==> src/rtl/multiport_register_file.sv <==
// Integer register file with N read / M write ports, same-cycle forwarding,
// optional hardwired r0 and a per-register busy scoreboard for issue.
module multiport_register_file #(
  parameter int ADDRESS_WIDTH = 5,
  parameter int DATA_WIDTH    = 32,
  parameter int READ_PORTS    = 2,
  parameter int WRITE_PORTS   = 1,
  parameter int ZERO_REG      = 1
) (
  input  logic                                clk,
  input  logic                                rst,
  input  logic [READ_PORTS*ADDRESS_WIDTH-1:0] read_id,
  output logic [READ_PORTS*DATA_WIDTH-1:0]    read_data,
  output logic [READ_PORTS-1:0]               read_busy,
  input  logic [WRITE_PORTS-1:0]              write_en,
  input  logic [WRITE_PORTS*ADDRESS_WIDTH-1:0] write_id,
  input  logic [WRITE_PORTS*DATA_WIDTH-1:0]   write_data,
  input  logic                                reserve_en,
  input  logic [ADDRESS_WIDTH-1:0]            reserve_id,
  output logic                                any_busy
);

  localparam int AW    = ADDRESS_WIDTH;
  localparam int DW    = DATA_WIDTH;
  localparam int DEPTH = 1 << AW;
  localparam bit HAS_ZERO = (ZERO_REG != 0);

  logic [DW-1:0]    mem_q [DEPTH];
  logic [DEPTH-1:0] busy_q;
  logic [DEPTH-1:0] busy_d;
  logic             any_busy_q;

  // Writes clear, reserve sets afterwards so a back-to-back producer stays busy.
  always_comb begin
    busy_d = busy_q;
    for (int j = 0; j < WRITE_PORTS; j++) begin
      if (write_en[j]) begin
        busy_d[write_id[j*AW +: AW]] = 1'b0;
      end
    end
    if (reserve_en) begin
      busy_d[reserve_id] = 1'b1;
    end
    if (HAS_ZERO) begin
      busy_d[0] = 1'b0;
    end
  end

  // Ascending port order: the highest-indexed port wins a collision.
  always_ff @(posedge clk) begin
    if (rst) begin
      for (int k = 0; k < DEPTH; k++) begin
        mem_q[k] <= '0;
      end
      busy_q     <= '0;
      any_busy_q <= 1'b0;
    end else begin
      for (int j = 0; j < WRITE_PORTS; j++) begin
        if (write_en[j] &&
            !(HAS_ZERO && (write_id[j*AW +: AW] == '0))) begin
          mem_q[write_id[j*AW +: AW]] <= write_data[j*DW +: DW];
        end
      end
      busy_q     <= busy_d;
      any_busy_q <= |busy_d;
    end
  end

  assign any_busy = any_busy_q;

  for (genvar gi = 0; gi < READ_PORTS; gi++) begin : g_rd
    logic [AW-1:0] rid;
    logic [DW-1:0] rdata;
    logic          rbusy;

    assign rid = read_id[gi*AW +: AW];

    always_comb begin
      rdata = mem_q[rid];
      rbusy = busy_q[rid];
      for (int j = 0; j < WRITE_PORTS; j++) begin
        if (write_en[j] && (write_id[j*AW +: AW] == rid)) begin
          rdata = write_data[j*DW +: DW];
          rbusy = 1'b0;
        end
      end
      if ((HAS_ZERO && (rid == '0)) || rst) begin
        rdata = '0;
        rbusy = 1'b0;
      end
    end

    assign read_data[gi*DW +: DW] = rdata;
    assign read_busy[gi]          = rbusy;
  end

endmodule

==> config.mk <==
export PLATFORM = sky130hd
export DESIGN_NAME = multiport_register_file
export DESIGN_NICKNAME = d
export VERILOG_FILES = /design/src/rtl/multiport_register_file.sv
export SDC_FILE = /design/constraint.sdc
export NUM_CORES = 2
export LEC_CHECK = 0
export ABC_AREA = 0
export BUFFER_PORTS_ARGS = -buffer_cell sky130_fd_sc_hd__buf_2
export CAP_MARGIN = 0
export CORE_MARGIN = 1
export CORE_UTILIZATION = 69
export CTS_CLUSTER_SIZE = 24
export DETAILED_ROUTE_END_ITERATION = 8
export PLACE_DENSITY_LB_ADDON = 0.12
export SYNTH_ARGS = -nofsm -noshare
export SYNTH_HDL_FRONTEND = slang
export SYNTH_SLANG_ARGS = --single-unit
==> constraint.sdc <==
create_clock -name clk -period 3.75 [get_ports clk]
set_input_delay 0.375 -clock clk [delete_from_list [all_inputs] [get_ports clk]]
set_output_delay 0.375 -clock clk [all_outputs]
set_load 0.02 [all_outputs]
==> reports/qor.csv <==
stage;metric;value;unit
global_route;grt_use_met3;0.158;
synth;netlist_area;57500;µm²
setup_path;timing.rr.end;any_busy;
drt;dr.first_iter.drc_count;6663;
setup_path;end_kind;output port;
cts;cts_root_buffer;clkbuf_16;
setup_path;path_class;reg2out;
hold_path;hold_end;mem_q[0][29];
drt;via_count;39853;
hold_path;hold_path_depth;1;
hold_path;hold_class;in2reg;
synth;ys_seq_area_frac;0.546;
sta;max_freq;0.279;GHz
global_route;antenna_found_initial;16;
setup_path;cp.required;3380;ps
setup_path;cp_slowest_cell;o41ai_1;
global_route;use_met2;0.660;
placed_design;dp_hpwl;114000;µm
synth;yosys_warnings;0;
synth;synth.distinct_cells;60;
cts;cts-resized-gates;0;
synth;synthCells;3999;
cells_and_area;postLayoutCellArea;63400;µm²
drt;routed_wl;191000;µm
drt;drc;0;
placed_design;gp_congestion;0.942;
cts;post_cts_buffers;0;
cts;cts.clk_slew.worst_paths;70;ps
setup_path;cp_cell_sequence;mux4_2 > nor2b_1 > a211oi_1 > a21oi_1 > nor2_1 > o41ai_1 > buf_2;
drt;viasPerCell;7.66;
synth;async_reset_ff_frac;0;
synth;ys.flop_type;edfxtp_1;
setup_path;r2r-start;busy_q[13];
synth;synth_edf_count;1024;
sta;rsz0062_at_grt;no;
drt;detail-route-antenna-nets;0;
global_route;overflow;0;
cells_and_area;n_fill_cell;4694;
floorplan;placementRows;105;
global_route;grt_pass1_vias;40376;
placed_design;dpl-instance-area;59800;µm²
cts;clock_latency;690;ps
synth;syn_area_per_cell;14.4;µm²
drt;post_drt_wl_per_cell;36.7;µm
setup_path;ff2ff_path_depth;5;
setup_path;crit_family;compound AO/OA/AOI/OAI gates;
run;cap_violations;0;
setup_path;critPathMaxFanout;2;
cells_and_area;nNetsFinal;4087;
global_route;grt-busiest-layer;met2;
placed_design;dpl.cell_count;4990;
cts;clock_sinks;1056;
power_and_ir_drop;p_leak;22.2;nW
sta;final_max_slew_viol_count;0;
sta;period_share;0.954;
placed_design;port-buffer-count;122;
global_route;grt_max_degree;66;
setup_path;slowest_delay;740;ps
sta;post-route-min-period;3580;ps
cells_and_area;seq_area;31400;µm²
global_route;grtUsageTotal;0.454;
cells_and_area;fin_cells;5204;
hold_path;hp-start;rst;
cells_and_area;area_delta_synth_final;10.4;%
power_and_ir_drop;powerDensity;453;nW/µm²
sta;skew;8.43;ps
floorplan;dieArea;84400;µm²
floorplan;die_y;291;µm
floorplan;die_w;291;µm
cts;postCtsHoldBufs;0;
global_route;globalRouteMet1Util;0.600;
sta;setup_viol;0;
cells_and_area;multi_input_area;24300;µm²
cts;htree_levels;3;
floorplan;ios;123;
sta;worstMarginPinSlew;981;ps
power_and_ir_drop;ir_drop;0.605;mV
floorplan;start_util;0.699;
synth;synth_seq_cells;1056;
setup_path;rrSetupSlack;2150;ps
cells_and_area;drive_above_1_share;0.252;
floorplan;fp.coreArea;82200;µm²
setup_path;path_buf_inv;1;
setup_path;worstPathArrival;3200;ps
cts;cts_tree;done;
setup_path;cp-start-kind;register;
status;status;complete, no violations;
drt;drt_pass1_iterations;8;
sta;fin_tns_setup;0;ps
sta;final-hold-violation-count;0;
sta;max_slew_margin;0.337;
global_route;grt_pass1_wl;273000;µm
cts;numCtsBuffers;109;
cts;clock_path_buffers;3;
area by class of cell:
class | instances | area share
Clock inverter | 82 | 0.0132
Clock buffer | 122 | 0.0438
Inverter | 4 | 0.000276
Multi-Input combinational cell | 2537 | 0.383
Tap cell | 1070 | 0.0211
Sequential cell | 1056 | 0.495
Antenna cell | 10 | 0.000395
Timing Repair Buffer | 323 | 0.0434
state kept, by name, summed over array words and instances (netlist names):
signal,flops
any_busy,1
busy_q,31
mem_q,1024
routing by layer:
layer	share of wire	wire length, µm
met1	0.32	61000
met2	0.44	83400
met3	0.18	33700
met4	0.067	12800
met5	0.00038	72
where the power goes:
part	switching (mW)	leakage, nW	internal (mW)	total (mW)
Combinational	2.21	10.4	1.48	3.70
Sequential	0.354	10.0	13.6	13.9
Clock	4.76	1.77	6.37	11.1
worst max-delay path by stage:
stage / from / to / cells past startpoint
after floorplan: read_id[0] / read_data[0] / 9
after global placement: read_id[0] / read_data[22] / 10
after detailed placement: read_id[0] / read_data[22] / 10
after CTS: mem_q[0][9] / read_data[9] / 7
after global routing: mem_q[0][18] / read_data[18] / 7
final: mem_q[2][9] / read_data[9] / 7
synthesized netlist by cell type, types with 2 or more instances:
| cell | number | area share |
|---|---|---|
| nor3_1 | 5 | 0.00044 |
| a211oi_1 | 61 | 0.0080 |
| and2_1 | 995 | 0.11 |
| a32o_1 | 32 | 0.0056 |
| clkbuf_1 | 281 | 0.018 |
| a22oi_1 | 41 | 0.0054 |
| mux2i_1 | 198 | 0.034 |
| a21boi_0 | 2 | 0.00026 |
| nand4b_1 | 3 | 0.00046 |
| buf_2 | 78 | 0.0068 |
| nand2b_1 | 8 | 0.00087 |
| o22ai_1 | 32 | 0.0035 |
| xnor2_1 | 6 | 0.00091 |
| nor2_1 | 83 | 0.0054 |
| a21oi_1 | 53 | 0.0046 |
| dfxtp_1 | 32 | 0.011 |
| xor2_1 | 5 | 0.00076 |
| buf_4 | 43 | 0.0056 |
| o221ai_1 | 31 | 0.0047 |
| or3b_2 | 2 | 0.00030 |
| buf_6 | 16 | 0.0031 |
| o41ai_1 | 30 | 0.0046 |
| or2_2 | 28 | 0.0030 |
| edfxtp_1 | 1024 | 0.54 |
| a221oi_1 | 65 | 0.0099 |
| buf_1 | 13 | 0.00085 |
| nor4_1 | 2 | 0.00022 |
| mux4_2 | 465 | 0.18 |
| inv_1 | 3 | 0.00020 |
| a31oi_1 | 5 | 0.00054 |
| mux2_2 | 5 | 0.00098 |
| nor3b_1 | 3 | 0.00039 |
| nand2_1 | 84 | 0.0055 |
| and4_1 | 3 | 0.00046 |
| and4b_1 | 4 | 0.00070 |
| nand3b_1 | 5 | 0.00065 |
| nor2b_1 | 99 | 0.011 |
| nor4bb_1 | 2 | 0.00035 |
| nand3_1 | 37 | 0.0032 |
| nand4_1 | 7 | 0.00076 |
| o21ai_0 | 88 | 0.0077 |
| and3_1 | 2 | 0.00022 |
cell usage in the layout (no fill, tap or decap), drive strengths merged, types with 6 or more instances in the layout:
cell / instances
bufinv: 15
clkbuf: 123
inv: 7
dfxtp: 32
mux2i: 198
buf: 322
a21oi: 53
a32o: 32
and2: 995
clkinv: 56
clkinvlp: 8
nor2b: 99
or2: 28
nor3: 6
o221ai: 31
nand3: 37
nor2: 83
nand2: 85
nand4: 7
a22oi: 41
conb: 32
mux4: 465
xnor2: 6
a221oi: 65
nand2b: 8
o21ai: 88
diode: 10
edfxtp: 1024
o41ai: 30
a211oi: 62
o22ai: 32
metrics by stage:
step                power (mW)  setup slack, ps  hold WS [ps]  utilization
floorplan                 16.3             1050           483            -
global placement          17.5              453           503        0.727
detailed placement        17.7              389           517        0.727
CTS                       28.5              312           116        0.771
global route              29.3              174           128        0.771
finish                    28.8              171           141        0.771
cells by family (layout without fill, tap and decap cells):
group	after synthesis	in the layout	synth area share
mux	668	668	0.218
compound gates	447	447	0.0558
other cells	1	42	0.0000653
xor+xnor	11	11	0.00168
buf+inv	437	531	0.0354
simple gates	1379	1379	0.143
flops	1056	1056	0.546
worst reg2reg max path: stages, from the launching register on:
cell and delay, ps:
dfxtp_1 330, o21ai_0 110, o211ai_1 230, nor4_1 380, and4b_1 310, a31oi_1 100
Power figures use the tool's default switching activity.
